### config.mk
export PLATFORM = sky130hd
export DESIGN_NAME = mix_columns_iter
export DESIGN_NICKNAME = d
export VERILOG_FILES = /design/src/rtl/aes_pkg.sv /design/src/rtl/mix_single_column.sv /design/src/rtl/mix_columns_iter.sv
export SDC_FILE = /design/constraint.sdc
export NUM_CORES = 1
export LEC_CHECK = 0
export CAP_MARGIN = 20
export CORE_ASPECT_RATIO = 1.5
export CORE_MARGIN = 4
export CORE_UTILIZATION = 56
export DETAILED_ROUTE_END_ITERATION = 12
export PLACE_DENSITY = 0.95
export SLEW_MARGIN = 15
export SYNTH_ARGS = -nofsm -noshare
export SYNTH_HDL_FRONTEND = slang
export SYNTH_HIERARCHICAL = 1
export SYNTH_SLANG_ARGS = --single-unit
### constraint.sdc
create_clock -name clk -period 6.8 [get_ports clk]
set_input_delay 1.02 -clock clk [delete_from_list [all_inputs] [get_ports clk]]
set_output_delay 1.02 -clock clk [all_outputs]
set_load 0.005 [all_outputs]
### src/rtl/aes_pkg.sv
// Shared AES helpers: GF(2^8) arithmetic, the 128-bit state type and the
// MixColumns FSM encoding.
package aes_pkg;

  typedef logic [0:127] aes_state_t;

  typedef enum logic [1:0] {
    IDLE = 2'd0,
    BUSY = 2'd1,
    DONE = 2'd2
  } mc_state_e;

  // Row-0 coefficients, one nibble each, most significant nibble multiplies a0.
  localparam logic [15:0] MC_FWD_COEF = 16'h2311;
  localparam logic [15:0] MC_INV_COEF = 16'hebd9;

  function automatic logic [7:0] xtime(input logic [7:0] b);
    return {b[6:0], 1'b0} ^ (b[7] ? 8'h1b : 8'h00);
  endfunction

  // Multiply by any constant below 16, built from repeated xtime.
  function automatic logic [7:0] gf_mul_const(input logic [7:0] b, input logic [3:0] c);
    logic [7:0] x2;
    logic [7:0] x4;
    logic [7:0] x8;
    x2 = xtime(b);
    x4 = xtime(x2);
    x8 = xtime(x4);
    return ({8{c[0]}} & b) ^ ({8{c[1]}} & x2) ^ ({8{c[2]}} & x4) ^ ({8{c[3]}} & x8);
  endfunction

endpackage

### src/rtl/mix_single_column.sv
// Combinational MixColumns of one 32-bit column (row 0 in bits [31:24]).
// With MIXCOL_INV_EN defined an inv input selects InvMixColumns.
module mix_single_column
  import aes_pkg::*;
(
  input  logic [31:0] col_in,
`ifdef MIXCOL_INV_EN
  input  logic        inv,
`endif
  output logic [31:0] col_out
);

  logic [15:0] coef;

  always_comb begin
    coef = MC_FWD_COEF;
`ifdef MIXCOL_INV_EN
    if (inv) coef = MC_INV_COEF;
`endif
  end

  // Each output row uses the row-0 coefficients rotated right by the row index.
  always_comb begin
    logic [7:0] acc;
    col_out = '0;
    for (int i = 0; i < 4; i++) begin
      acc = 8'h00;
      for (int j = 0; j < 4; j++) begin
        acc = acc ^ gf_mul_const(col_in[31-8*j -: 8], coef[12-4*((j-i+4)%4) +: 4]);
      end
      col_out[31-8*i -: 8] = acc;
    end
  end

endmodule

### src/rtl/mix_columns_iter.sv
// Iterative AES MixColumns: one column per cycle, five cycles per block.
// Defining MIXCOL_INV_EN adds the inv port and InvMixColumns.
module mix_columns_iter
  import aes_pkg::*;
(
  input  logic         clk,
  input  logic         rst_n,
  input  logic         in_valid,
  output logic         in_ready,
  input  logic [0:127] in_state,
`ifdef MIXCOL_INV_EN
  input  logic         inv,
`endif
  output logic         out_valid,
  input  logic         out_ready,
  output logic [0:127] out_state
);

  // Handshake: a transfer happens on a rising edge where valid and ready are
  // both high; a producer holds valid and its data stable until that edge.

  mc_state_e  state_q, state_d;
  logic [1:0] col_q, col_d;
  aes_state_t blk_q, blk_d;
  aes_state_t res_q, res_d;
  logic [31:0] col_in, col_out;
  logic        accept;
`ifdef MIXCOL_INV_EN
  logic        inv_q, inv_d;
`endif

  assign in_ready  = (state_q == IDLE) | ((state_q == DONE) & out_ready);
  assign accept    = in_valid & in_ready;
  assign out_valid = (state_q == DONE);
  assign out_state = res_q;
  assign col_in    = blk_q[{col_q, 5'b0} +: 32];

  mix_single_column u_col (
    .col_in  (col_in),
`ifdef MIXCOL_INV_EN
    .inv     (inv_q),
`endif
    .col_out (col_out)
  );

  always_comb begin
    state_d = state_q;
    col_d   = col_q;
    blk_d   = blk_q;
    res_d   = res_q;
`ifdef MIXCOL_INV_EN
    inv_d   = inv_q;
`endif
    case (state_q)
      IDLE, DONE: begin
        if (accept) begin
          blk_d   = in_state;
`ifdef MIXCOL_INV_EN
          inv_d   = inv;
`endif
          col_d   = 2'd0;
          state_d = BUSY;
        end else if (state_q == DONE && out_ready) begin
          state_d = IDLE;
        end
      end
      BUSY: begin
        res_d[{col_q, 5'b0} +: 32] = col_out;
        col_d = col_q + 2'd1;
        if (col_q == 2'd3) state_d = DONE;
      end
      default: state_d = IDLE;
    endcase
  end

  always_ff @(posedge clk) begin
    if (!rst_n) begin
      state_q <= IDLE;
      col_q   <= 2'd0;
      blk_q   <= '0;
      res_q   <= '0;
`ifdef MIXCOL_INV_EN
      inv_q   <= 1'b0;
`endif
    end else begin
      state_q <= state_d;
      col_q   <= col_d;
      blk_q   <= blk_d;
      res_q   <= res_d;
`ifdef MIXCOL_INV_EN
      inv_q   <= inv_d;
`endif
    end
  end

endmodule

==> flow_summary_export.csv, run 1 <==
group,metric,value,unit
status,status,"complete, no violations",
floorplan,initial_core_util,57.0,%
place,io_buffers,261,
floorplan,die_h,190,um
sta,hold_violations,0,
floorplan,core,21800,um^2
finish,layout.area.seq,5210,um^2
global_routing,grt_pass1_vias,9854,
sta,finalMaxSlewViolations,0,
worst_setup_path,cp-end-kind,"output port",
synthesis,syn_inst,1202,
min_path,hold_class,"flip-flop to flip-flop",
finish,layout-drive-gt1-share,7.40,%
worst_setup_path,crit_fanout,2,
job,drv_cap,0,
clock_tree,cts_hold_buf,0,
synthesis,syn_area,12400,um^2
route,drc,0,
global_routing,grt_max_degree,259,
clock_tree,cts_buffer_depth,3,
min_path,min_from,"blk_q[19]$_SDFFE_PN0P_",
finish,stdcell_area,15800,um^2
synthesis,ys_seq_area_share,41.9,%
route,drt_iter0_drc,1029,
power_and_ir_drop,peakVddDrop,228,uV
place,hpwlAfterDp,24100,um
power_and_ir_drop,leakage,0.00739,uW
worst_setup_path,crit_top_cell,"clkdlybuf4s50_1",
synthesis,yosysTopAreaCell,"dfxtp_1",
finish,area_growth,26.9,%
sta,worstMarginPinSlew,1.09,ns
sta,clock_skew,0.0112,ns
clock_tree,tritoncts,"built",
sta,rsz0062_at_grt,"false",
global_routing,overflow,0,
clock_tree,cts_sinks,260,
synthesis,synth_flop_cell,"dfxtp_1",
clock_tree,cts_setup_buffers,0,
worst_setup_path,rr_startpoint,"col_q[1]$_SDFFE_PN0P_",
sta,relSlewSlack,27.4,%
global_routing,grt_pass1_wl,52900,um
finish,multi_input_area,6600,um^2
synthesis,netlist.area_leader.share,41.9,%
worst_setup_path,cp_cell_sequence,"clkdlybuf4s50_1 -> nor2b_1 -> nor2_1 -> clkdlybuf4s50_1",
synthesis,synth_area_leaders,"dfxtp_1, mux2i_1, a41o_1",
route,wl_per_cell,20.9,um
sta,fin_crit,3.21,ns
sta,maxClockFrequency,311,MHz
floorplan,ios,262,
route,firstDrtPassIters,5,
clock_tree,insertion_delay,0.51,ns
finish,finalNetCount,1511,
worst_setup_path,cp_slowest_cell,"clkdlybuf4s50_1",
place,gp_congestion,0.883,
sta,period_share,47.3,%
worst_setup_path,crit_path_start_kind,"primary input",
worst_setup_path,arrival,2.19,ns
sta,hold-worst-slack,0.454,ns
place,dp.cells,1619,
clock_tree,cts_root_buf,"clkbuf_16",
worst_setup_path,crit_start,"out_ready",
place,place_area,14900,um^2
global_routing,track_usage,27.0,%
synthesis,synth.avg_cell_area,10.3,um^2
synthesis,synth-seq-cells,260,
floorplan,die_w,130,um
clock_tree,numCtsBuffers,24,
floorplan,die-area,24700,um^2
route,wirelength,34700,um
clock_tree,h-tree-depth,1,
global_routing,antenna_found_initial,1,
worst_setup_path,critical-path-max-stage-delay,0.52,ns
synthesis,synthesis.nets,1338,
synthesis,synth_warnings,6,
power_and_ir_drop,p_per_area,253,nW/um^2
clock_tree,path_clk_slew,0.06,ns
route,vias_per_cell,6.04,
finish,fin_cells,1664,
route,ant_nets,0,
sta,final-setup-viol-count,0,
route,vias,10057,
synthesis,yosys.cell_types.count,34,
power_and_ir_drop,finalPower,4000,uW
worst_setup_path,crit_type,"primary input to output port",
sta,setup_tns,0,ns
synthesis,synth_edf_count,0,
clock_tree,ctsResizeCount,0,
floorplan,num_rows,66,
synthesis,async_flop_share,0,%
worst_setup_path,cp.required,5.78,ns
finish,fillCellCount,1486,
==> registers in the layout, indices dropped and copies added (netlist names) <==
signal,cells
blk_q,128
out_state,128
col_q,2
state_q,2
==> area by class of cell <==
cell class,instances,share of cell area (%)
diodes,1,0.0159
clock buffers,33,4.60
clock inverters,9,0.762
inverters,2,0.0476
multi-input cells,812,41.8
flip-flops and latches,260,33.0
well taps,272,2.16
repair buffers,275,17.6
==> final timing paths <==
path / cells past startpoint / slack (ns) / to
max: 4 / 3.59 / in_ready
max reg2reg: 6 / 3.74 / out_state[4]$_SDFFE_PN0P_
min reg2reg: 2 / 0.45 / blk_q[19]$_SDFFE_PN0P_
min: 2 / 0.45 / blk_q[19]$_SDFFE_PN0P_
==> cell usage after synthesis (3+ instances only) <==
cell	n
xor3_1	9
dfxtp_1	260
nand2_1	256
buf_1	6
nor2_1	6
ha_1	4
buf_2	23
mux2i_1	128
buf_6	11
nor2b_1	3
xnor2_1	14
o21ai_0	32
mux4_2	32
xnor2_2	4
clkbuf_1	75
nand3b_1	4
xnor3_1	34
a41o_1	96
nand3_1	68
buf_4	11
xor2_1	12
and3_1	96
==> metal layers <==
layer / vias to the layer above / global-route usage (%) / share of wire (%)
li1: 4652 / - / -
met1: 4824 / 32.0 / 37
met2: 475 / 47.4 / 51
met3: 106 / 3.48 / 6.4
met4: 0 / 13.4 / 5.2
met5: - / 0 / 0
==> placed cells by master, fill, tap and decap left out, types with 6 or more instances in the layout <==
master / count
xnor2_1: 14
xnor3_1: 34
mux2i_1: 128
buf_4: 9
dfxtp_1: 258
clkdlybuf4s50_1: 260
mux4_2: 32
clkbuf_8: 7
xor2_1: 12
xor3_1: 9
nand3_1: 68
nand2_1: 256
clkinv_2: 6
o21ai_0: 32
and3_1: 96
clkbuf_16: 25
a41o_1: 96
==> cell families (layout without fill, tap and decap cells) <==
family,after synthesis,count (layout),synth area share (%)
AO/OA/AOI/OAI,132,132,9.22
XOR/XNOR,77,77,11.0
adder cells (fa/ha/maj),4,4,0.403
buffers and inverters,130,319,5.17
flip-flops,260,260,41.9
multiplexers,160,160,16.1
other,0,1,0
AND/OR/NAND/NOR,439,439,16.2
==> through the flow <==
stage | setup WS [ns] | util, %
detailed placement | 3.59 | 68.3
floorplan | 4.32 | -
finish | 3.59 | 72.3
global route | 3.55 | 72.3
CTS | 3.59 | 72.2
global placement | 3.62 | 68.2
==> power breakdown <==
part	leakage [uW]	switching, uW	internal (uW)
Clock	0.000425	570	857
Combinational	0.00484	493	424
Sequential	0.00212	50.2	1600
==> worst max-delay path, delay by kind of cell <==
kind	cells	cell delay, ns
buf+inv	2	1.00
simple gates	2	0.18
No activity file was read; power rests on OpenSTA's default activity.
==> run 2: changes to the inputs <==
--- a/config.mk
+++ b/config.mk
@@ -8,9 +8,9 @@
 export CAP_MARGIN = 20
 export CORE_ASPECT_RATIO = 1.5
 export CORE_MARGIN = 4
-export CORE_UTILIZATION = 56
+export CORE_UTILIZATION = 47
 export DETAILED_ROUTE_END_ITERATION = 12
-export PLACE_DENSITY = 0.95
+export PLACE_DENSITY = 0.88
 export SLEW_MARGIN = 15
 export SYNTH_ARGS = -nofsm -noshare
 export SYNTH_HDL_FRONTEND = slang
==> constraint.sdc (replaced) <==
create_clock -name clk -period 2.84 [get_ports clk]
set_input_delay 0.426 -clock clk [delete_from_list [all_inputs] [get_ports clk]]
set_output_delay 0.426 -clock clk [all_outputs]
set_load 0.005 [all_outputs]
==> run 2 against run 1 <==
Net effect:
- sequential power rose by 140%
- power rose by 140%
- setup slack got worse by 3.4 ns
- combinational power rose to 2.5 times the previous value
- critical path type is now flip-flop to flip-flop
==> flow_summary_export.csv, run 2 (synthesis gave the netlist of run 1 again) <==
group,metric,value,unit
sta,rsz0062_at_grt,"false",
clock_tree,cts_root_buf,"clkbuf_16",
sta,setup_tns,0,ns
place,io_buffers,261,
floorplan,die_w,141,um
worst_setup_path,arrival,3.12,ns
clock_tree,insertion_delay,0.52,ns
worst_setup_path,crit_start,"col_q[1]$_SDFFE_PN0P_",
worst_setup_path,cp-endpoint,"out_state[0]$_SDFFE_PN0P_",
worst_setup_path,cp_cell_sequence,"buf_12 -> mux4_2 -> xnor3_1 -> xor2_1 -> nand3_1 -> o21ai_0",
global_routing,track_usage,24.1,%
global_routing,overflow,0,
clock_tree,cts_setup_buffers,0,
min_path,hold_class,"primary input to flip-flop",
sta,final-setup-viol-count,0,
route,drt_iter0_drc,982,
route,ant_nets,0,
finish,insertedDiodeCount,0,
route,wl_per_cell,21.0,um
place,gp_congestion,0.909,
job,drv_cap,0,
power_and_ir_drop,p_per_area,600,nW/um^2
finish,area_growth,29.7,%
status,status,"complete, no violations",
sta,hold_violations,0,
clock_tree,tritoncts,"built",
clock_tree,h-tree-depth,1,
worst_setup_path,crit_fanout,10,
finish,final_common_cell,"clkdlybuf4s50_1",
global_routing,antenna_found_initial,0,
sta,relSlewSlack,63.7,%
floorplan,die_h,207,um
floorplan,die-area,29200,um^2
worst_setup_path,rr_startpoint,"col_q[1]$_SDFFE_PN0P_",
global_routing,grt_pass1_wl,56300,um
worst_setup_path,crit_family,"XOR/XNOR gates",
clock_tree,cts_hold_buf,0,
worst_setup_path,path_depth,6,
place,hpwlAfterDp,26200,um
route,firstDrtPassIters,5,
clock_tree,cts_buffer_depth,3,
clock_tree,ctsResizeCount,0,
finish,stdcell_area,16100,um^2
finish,layout-drive-gt1-share,9.15,%
route,vias_per_cell,5.76,
sta,maxClockFrequency,373,MHz
clock_tree,numCtsBuffers,24,
power_and_ir_drop,peakVddDrop,518,uV
sta,worstMarginPinSlew,0.544,ns
power_and_ir_drop,finalPower,9660,uW
sta,finalMaxSlewViolations,0,
sta,period_share,94.4,%
sta,fin_crit,2.68,ns
finish,final_cell_mix,"clkdlybuf4s50_1, dfxtp_1, nand2_1",
route,vias,10098,
clock_tree,cts_sinks,260,
worst_setup_path,crit_type,"flip-flop to flip-flop",
global_routing,grt_max_degree,124,
floorplan,initial_core_util,47.9,%
floorplan,core,25900,um^2
floorplan,ios,262,
worst_setup_path,critical-path-max-stage-delay,0.65,ns
worst_setup_path,cp-end-kind,"flip-flop",
worst_setup_path,cp_slowest_cell,"mux4_2",
worst_setup_path,rrSetupSlack,0.16,ns
global_routing,grt_pass1_vias,10108,
finish,fillCellCount,2059,
place,place_area,15300,um^2
floorplan,num_rows,72,
power_and_ir_drop,leakage,0.00753,uW
worst_setup_path,r2r_end,"out_state[0]$_SDFFE_PN0P_",
sta,clock_skew,0.0107,ns
route,drc,0,
worst_setup_path,cp_num_buf_inv,1,
finish,finalNetCount,1538,
route,wirelength,36800,um
clock_tree,path_clk_slew,0.07,ns
worst_setup_path,cp.required,3.28,ns
worst_setup_path,crit_path_start_kind,"flip-flop",
worst_setup_path,reg2reg_depth,6,
==> run 2: changes by cell type in the layout (fill, tap and decap cells not counted), sizes merged <==
| cell | delta |
|---|---|
| diode | -1 |
| buf | +27 |
| bufinv | -1 |
| clkbuf | +2 |
| clkinv | -2 |
| inv | +1 |
| clkinvlp | +2 |
==> run 2: power breakdown <==
| part | internal, uW | switching [uW] |
|---|---|---|
| registers | 3840 | 132 |
| clock network | 1980 | 1390 |
| logic | 1120 | 1210 |
==> run 2: how the worst min path moves through the flow <==
stage                                         end  slack (ns)                   start  cells past startpoint
after global placement     blk_q[48]$_SDFFE_PN0P_        0.44  blk_q[48]$_SDFFE_PN0P_                      2
after detailed placement   blk_q[47]$_SDFFE_PN0P_        0.45  blk_q[47]$_SDFFE_PN0P_                      2
after global routing      state_q[0]$_SDFFE_PN0P_        0.39                   rst_n                      2
after CTS                 state_q[0]$_SDFFE_PN0P_        0.35                   rst_n                      2
after floorplan            blk_q[64]$_SDFFE_PN0P_        0.43  blk_q[64]$_SDFFE_PN0P_                      2
final                     state_q[0]$_SDFFE_PN0P_        0.39                   rst_n                      2
==> run 2: layer usage <==
| metal | vias to the layer above | share of wire, % | global-route usage, % | wire length [um] |
|---|---|---|---|---|
| met1 | 4817 | 36 | 28.6 | 13400 |
| met5 | - | 0 | 0 | 0 |
| met3 | 94 | 7.5 | 3.60 | 2740 |
| met4 | 0 | 5.4 | 11.8 | 1970 |
| li1 | 4705 | - | - | - |
| met2 | 482 | 51 | 42.3 | 18700 |
==> run 2: per-stage QoR <==
| step | std cells | hold slack (ns) | worst slack, ns | util, % |
|---|---|---|---|---|
| 2_1_floorplan | 1202 | 0.432 | 0.356 | - |
| 3_3_place_gp | 1709 | 0.439 | 0.203 | 58.9 |
| 3_5_place_dp | 1709 | 0.447 | 0.143 | 58.9 |
| 4_1_cts | 1753 | 0.347 | 0.154 | 62.1 |
| 5_1_grt | 1753 | 0.389 | 0.0626 | 62.1 |
| 6_report | 1753 | 0.388 | 0.160 | 62.1 |
==> run 2: worst register-to-register path, stage by stage, from the launching register on <==
cell,delay [ns]
dfxtp_2,0.56
buf_12,0.20
mux4_2,0.66
xnor3_1,0.47
xor2_1,0.42
nand3_1,0.14
o21ai_0,0.16
==> run 2: area by class of cell <==
cell class | instances | area, um^2 | area share [%]
Multi-Input combinational cell | 812 | 6600 | 40.9
Sequential cell | 260 | 5210 | 32.3
Timing Repair Buffer | 302 | 3050 | 18.9
Clock buffer | 35 | 733 | 4.55
Tap cell | 333 | 417 | 2.59
Clock inverter | 9 | 104 | 0.644
Inverter | 2 | 7.51 | 0.0466
